### src/rtl/multicycle_control.sv
// Main control FSM for a multi-cycle MIPS datapath with a shared ALU and a single memory.
// The next state is registered; the control outputs are decoded combinationally from the current state.
//
// state  | meaning
// FETCH  | read instruction at PC, PC <= PC+4 when memory is ready
// DECODE | register read, branch target into ALUOut
// MEMADR | effective address = A + sign-extended imm
// MEMRD  | load data read (waits on mem_ready)
// MEMWB  | load data written to rt
// MEMWR  | store write (waits on mem_ready)
// EXEC   | R-type ALU operation
// ALUWB  | R-type result written to rd
// BRANCH | beq compare, conditional PC load
// JUMP   | PC <= jump target
// ADDIEX | addi ALU operation
// ADDIWB | addi result written to rt
module multicycle_control #(
  parameter bit MEM_WAIT_EN = 1'b1
) (
  input  logic       clk,
  input  logic       reset,
  input  logic [5:0] opcode,
  input  logic       mem_ready,
  output logic       PCWrite,
  output logic       PCWriteCond,
  output logic       IorD,
  output logic       MemRead,
  output logic       MemWrite,
  output logic       IRWrite,
  output logic       MemtoReg,
  output logic       regDest,
  output logic       RegWrite,
  output logic       ALUSrcA,
  output logic [1:0] ALUSrcB,
  output logic [1:0] ALUOp,
  output logic [1:0] PCSource,
  output logic [3:0] state,
  output logic       instr_done,
  output logic       illegal_op
);

  typedef enum logic [3:0] {
    FETCH  = 4'd0,
    DECODE = 4'd1,
    MEMADR = 4'd2,
    MEMRD  = 4'd3,
    MEMWB  = 4'd4,
    MEMWR  = 4'd5,
    EXEC   = 4'd6,
    ALUWB  = 4'd7,
    BRANCH = 4'd8,
    JUMP   = 4'd9,
    ADDIEX = 4'd10,
    ADDIWB = 4'd11
  } state_t;

  localparam logic [5:0] OP_RTYPE = 6'b000000;
  localparam logic [5:0] OP_LW    = 6'b100011;
  localparam logic [5:0] OP_SW    = 6'b101011;
  localparam logic [5:0] OP_BEQ   = 6'b000100;
  localparam logic [5:0] OP_J     = 6'b000010;
  localparam logic [5:0] OP_ADDI  = 6'b001000;

  state_t st;
  logic   rdy;

  assign rdy   = MEM_WAIT_EN ? mem_ready : 1'b1;
  assign state = st;

  always_ff @(posedge clk or posedge reset) begin
    if (reset) begin
      st <= FETCH;
    end else begin
      case (st)
        FETCH:  st <= rdy ? DECODE : FETCH;
        DECODE: begin
          case (opcode)
            OP_RTYPE:      st <= EXEC;
            OP_LW, OP_SW:  st <= MEMADR;
            OP_BEQ:        st <= BRANCH;
            OP_J:          st <= JUMP;
            OP_ADDI:       st <= ADDIEX;
            default:       st <= FETCH;
          endcase
        end
        MEMADR: st <= (opcode == OP_LW) ? MEMRD : MEMWR;
        MEMRD:  st <= rdy ? MEMWB : MEMRD;
        MEMWB:  st <= FETCH;
        MEMWR:  st <= rdy ? FETCH : MEMWR;
        EXEC:   st <= ALUWB;
        ALUWB:  st <= FETCH;
        BRANCH: st <= FETCH;
        JUMP:   st <= FETCH;
        ADDIEX: st <= ADDIWB;
        ADDIWB: st <= FETCH;
        default: st <= FETCH;
      endcase
    end
  end

  logic       pc_write, pc_write_cond, iord, mem_read, mem_write, ir_write;
  logic       mem_to_reg, reg_dest, reg_write, alu_src_a, done, illegal;
  logic [1:0] alu_src_b, alu_op, pc_source;
  logic       op_known;

  always_comb begin
    case (opcode)
      OP_RTYPE, OP_LW, OP_SW, OP_BEQ, OP_J, OP_ADDI: op_known = 1'b1;
      default:                                       op_known = 1'b0;
    endcase
  end

  always_comb begin
    pc_write      = 1'b0;
    pc_write_cond = 1'b0;
    iord          = 1'b0;
    mem_read      = 1'b0;
    mem_write     = 1'b0;
    ir_write      = 1'b0;
    mem_to_reg    = 1'b0;
    reg_dest      = 1'b0;
    reg_write     = 1'b0;
    alu_src_a     = 1'b0;
    alu_src_b     = 2'b00;
    alu_op        = 2'b00;
    pc_source     = 2'b00;
    done          = 1'b0;
    illegal       = 1'b0;
    case (st)
      FETCH: begin
        mem_read  = 1'b1;
        alu_src_b = 2'b01;
        ir_write  = rdy;
        pc_write  = rdy;
      end
      DECODE: begin
        alu_src_b = 2'b11;
        illegal   = ~op_known;
        done      = ~op_known;
      end
      MEMADR: begin
        alu_src_a = 1'b1;
        alu_src_b = 2'b10;
      end
      MEMRD: begin
        mem_read = 1'b1;
        iord     = 1'b1;
      end
      MEMWB: begin
        reg_write  = 1'b1;
        mem_to_reg = 1'b1;
        done       = 1'b1;
      end
      MEMWR: begin
        mem_write = 1'b1;
        iord      = 1'b1;
        done      = rdy;
      end
      EXEC: begin
        alu_src_a = 1'b1;
        alu_op    = 2'b10;
      end
      ALUWB: begin
        reg_write = 1'b1;
        reg_dest  = 1'b1;
        done      = 1'b1;
      end
      BRANCH: begin
        alu_src_a     = 1'b1;
        alu_op        = 2'b01;
        pc_write_cond = 1'b1;
        pc_source     = 2'b01;
        done          = 1'b1;
      end
      JUMP: begin
        pc_write  = 1'b1;
        pc_source = 2'b10;
        done      = 1'b1;
      end
      ADDIEX: begin
        alu_src_a = 1'b1;
        alu_src_b = 2'b10;
      end
      ADDIWB: begin
        reg_write = 1'b1;
        done      = 1'b1;
      end
      default: ;
    endcase
  end

  // Reset masks everything so no write or memory request escapes while it is held.
  assign PCWrite     = ~reset & pc_write;
  assign PCWriteCond = ~reset & pc_write_cond;
  assign IorD        = ~reset & iord;
  assign MemRead     = ~reset & mem_read;
  assign MemWrite    = ~reset & mem_write;
  assign IRWrite     = ~reset & ir_write;
  assign MemtoReg    = ~reset & mem_to_reg;
  assign regDest     = ~reset & reg_dest;
  assign RegWrite    = ~reset & reg_write;
  assign ALUSrcA     = ~reset & alu_src_a;
  assign ALUSrcB     = reset ? 2'b00 : alu_src_b;
  assign ALUOp       = reset ? 2'b00 : alu_op;
  assign PCSource    = reset ? 2'b00 : pc_source;
  assign instr_done  = ~reset & done;
  assign illegal_op  = ~reset & illegal;

endmodule

### config.mk
export PLATFORM = sky130hd
export DESIGN_NAME = multicycle_control
export DESIGN_NICKNAME = d
export VERILOG_FILES = /design/src/rtl/multicycle_control.sv
export SDC_FILE = /design/constraint.sdc
export NUM_CORES = 1
export LEC_CHECK = 0
export CAP_MARGIN = 20
export CORE_MARGIN = 3
export CORE_UTILIZATION = 41
export CTS_BUF_LIST = sky130_fd_sc_hd__clkbuf_8
export CTS_CLUSTER_SIZE = 25
export DETAILED_ROUTE_END_ITERATION = 7
export PLACE_DENSITY = 0.84
export SLEW_MARGIN = 10
export SYNTH_ARGS = -nofsm -noshare
export SYNTH_HDL_FRONTEND = slang
export SYNTH_SLANG_ARGS = --single-unit
### constraint.sdc
create_clock -name clk -period 1.9 [get_ports clk]
set_input_delay 0.38 -clock clk [delete_from_list [all_inputs] [get_ports clk]]
set_output_delay 0.38 -clock clk [all_outputs]
set_load 0.02 [all_outputs]
==> metrics.md <==
| Metric | Value |
|---|---|
| Status | `completed` |
| Initial drt markers | `26` |
| GRT overflow | `0` |
| Synth area leaders | `dfrtp_1 (15%), nor2_1 (7.5%), nor4_1 (5.8%)` |
| Number of synthesized flops with an enable pin | `0` |
| Post-Synth Simple-Gate Area | `0.445` |
| DRC | `0` |
| Largest area contributor in the netlist | `dfrtp_1` |
| Max-cap viol count | `0` |
| Final Hold Viols | `0` |
| Max IR drop VDD | `0.371 mV` |
| Worst Path Buf+Inv | `2` |
| Worst-path cell chain | `buf_4, nor2b_1, o32a_1, nor2_1, buf_2` |
| GP Congestion | `0.805` |
| Setup Skew | `0.000513 ns` |
| Yosys reg bits | `4` |
| Critical path capture point type | `output port` |
| Slowest cell on the critical path | `dfrtp_1` |
| WL final | `around 2900 microns` |
| Core box area | `1380 sq um` |
| CTS tree | `yes` |
| Max reg flops | `4` |
| Die ar. | `2090 sq um` |
| Cts bufs inserted | `3` |
| Combinational family with the most area after synthesis | `simple AND/OR/NAND/NOR gates` |
| Power Density | `between 500 and 600 nW/um^2` |
| Total number of vias | `around 980` |
| Vias in the first global route | `957` |
| Slew HR | `0.837` |
| Critical path type | `reg -> out` |
| DR vias/cell | `about 6.1` |
| Syn. warnings | `0` |
| Chip width | `about 46 microns` |
| Count leader, synth | `nor2_1` |
| Syn avg cell area | `between 7 and 8 sq um` |
| Post-synthesis adder-cell area fraction | `0` |
| Synth async-reset ratio | `1.00` |
| Routed WL per cell | `17.9 microns` |
| Largest net degree at the start of global routing | `14` |
| Post-synthesis compound-gate area fraction | `0.238` |
| Signal arrival time at the worst endpoint | `1.51 ns` |
| Crit start category | `flop` |
| Filler instances | `74` |
| CP max stage delay | `0.38 ns` |
| Setup ws final | `0.0105 ns` |
| Synth Area in XOR/XNOR | `0.0271` |
| Rows | `13` |
| Unrepaired setup endpoints after global routing | `true` |
| 1st-pass router iterations | `4` |
| Synth top cells by count | `nor2_1 (13), nor4_1 (6), nand2_1 (5), nand2b_1 (5), o21ai_0 (5)` |
| Seq/Total Area, Yosys | `0.155` |
| Initial antenna violation count | `0` |
| Starting Density | `0.468` |
| DPL Wire Length | `1920 microns` |
| H-tree depth | `1` |
| Worst endpoint required time | `1.52 ns` |
| Syn-to-layout area delta | `83.9%` |
| Total GRT Usage | `0.288` |
| Share of the synthesized area in the top cell type | `0.155` |
| Chip height | `between 40 and 50 microns` |
| DRT antenna net count | `0` |
| Final net count | `between 150 and 200` |
| First-pass GRT wire length | `approximately 4200 microns` |
| Final Critical Period | `between 1.5 and 2 ns` |
| Leakage | `around 0.59 nW` |
| Mapped Nets | `98` |
| Share of layout cells above drive strength 1 | `0.503` |
| Hold Path Class | `in -> async` |
| Worst-Margin Slew | `0.245 ns` |
| Max FO, Critical Path | `8` |
| Count of cell types in the netlist | `41` |
| Finished Layout Cells | `160` |
| Buffers on Ports | `30` |
| F_max | `529 MHz` |
| Multiplexer share of the synthesized area | `0.0155` |
| Worst-path clk slew | `approximately 0.030 ns` |
| Hold_ws | `0.406 ns` |
| Post-Synthesis Cells | `89` |
| Max-slew violations | `0` |
| Later-pin clock latency in the skew report | `0.22 ns` |
| Most common flop cell mapped by yosys | `dfrtp_1` |
| N_diodes | `0` |
| Clock Path Buffers | `2` |
| Clk sinks | `4` |
| Pre-CTS setup slack | `-0.697 ns` |
| Netlist Area Pre-Place | `roughly 650 sq um` |
| Setup violators final | `0` |
| # IOs | `31` |
| Crit path max-delay family | `flip-flops` |
| Placed insts | `153` |
| Clk root buf | `clkbuf_8` |
| Period utilization | `0.994` |
==> placed cells by master, fill, tap and decap left out, drive strengths merged, types with 5 or more instances in the layout <==
cell / count
buf: 47
clkbuf: 8
dlymetal6s2s: 5
nand2: 5
nand2b: 5
nor2: 13
nor3: 6
nor4: 6
o21ai: 5
==> where the power goes <==
| part | leakage (nW) | internal [W] | switching [W] | total (W) |
|---|---|---|---|---|
| logic | 0.521 | 0.000151 | 0.000171 | 0.000322 |
| registers | 0.0520 | 0.0000917 | 0.00000712 | 0.0000989 |
| clock network | 0.0216 | 0.000136 | 0.0000546 | 0.000191 |
| total | 0.594 | 0.000379 | 0.000233 | 0.000612 |
==> metrics by stage <==
stage	instance area, sq um	setup TNS (ns)	util	total power [W]
after global routing	1190	-0.187	0.861	0.000637
after CTS	1140	-0.0598	0.824	0.000588
after detailed placement	1130	-6.86	0.821	0.000406
after floorplan	672	-0.0925	-	0.000251
final	1190	0	0.861	0.000612
after global placement	1130	-6.18	0.821	0.000396
==> per-layer routing <==
layer,up-vias,GRT usage,wire length [microns]
met5,-,0,0
met4,0,0.170,79
met3,17,0.0711,255
met2,59,0.499,1440
met1,460,0.313,1090
li1,445,-,-
==> worst register-to-register path: cells and delay by family, from the launching register on <==
| family | cells | cell delay [ns] |
|---|---|---|
| and+or+nand+nor | 2 | 0.24 |
| AOI/OAI and AO/OA | 2 | 0.31 |
| DFF | 1 | 0.38 |
| buffers and inverters | 2 | 0.31 |
==> kinds of logic (layout without fill, tap and decap cells) <==
| kind of cell | after synthesis | in the layout |
|---|---|---|
| compound gates | 21 | 21 |
| simple gates | 50 | 50 |
| buf+inv | 11 | 67 |
| mux | 1 | 1 |
| xor+xnor | 2 | 2 |
| flops | 4 | 4 |
==> final timing paths <==
check	start	end	slack, ns	cells after the start
min in group clk	opcode[4]	state[3]	0.64	4
max in group asynchronous	reset	state[3]	1.32	4
setup / recovery	state[0]	RegWrite	0.01	5
hold / removal	reset	state[1]	0.41	4
setup reg to reg	state[0]	state[0]	0.54	6
hold reg to reg	state[1]	state[1]	0.71	2
==> layout make-up <==
class                      count  area [sq um]  share of cell area
tap                           15          18.8              0.0158
multi-input combinational     74           547               0.460
clock buffer                   3          41.3              0.0347
timing repair buffer          63           478               0.402
inverter                       1          3.75             0.00315
sequential                     4           101              0.0852
==> what timing repair did <==
action                     4_1_cts  5_1_grt
pin swaps                        1        5
hold buffers                     0        0
buffers inserted                 0        3
gates cloned                     0        1
setup endpoints to repair       18       18
gates resized for setup         93       26
Power figures use the tool's default switching activity.
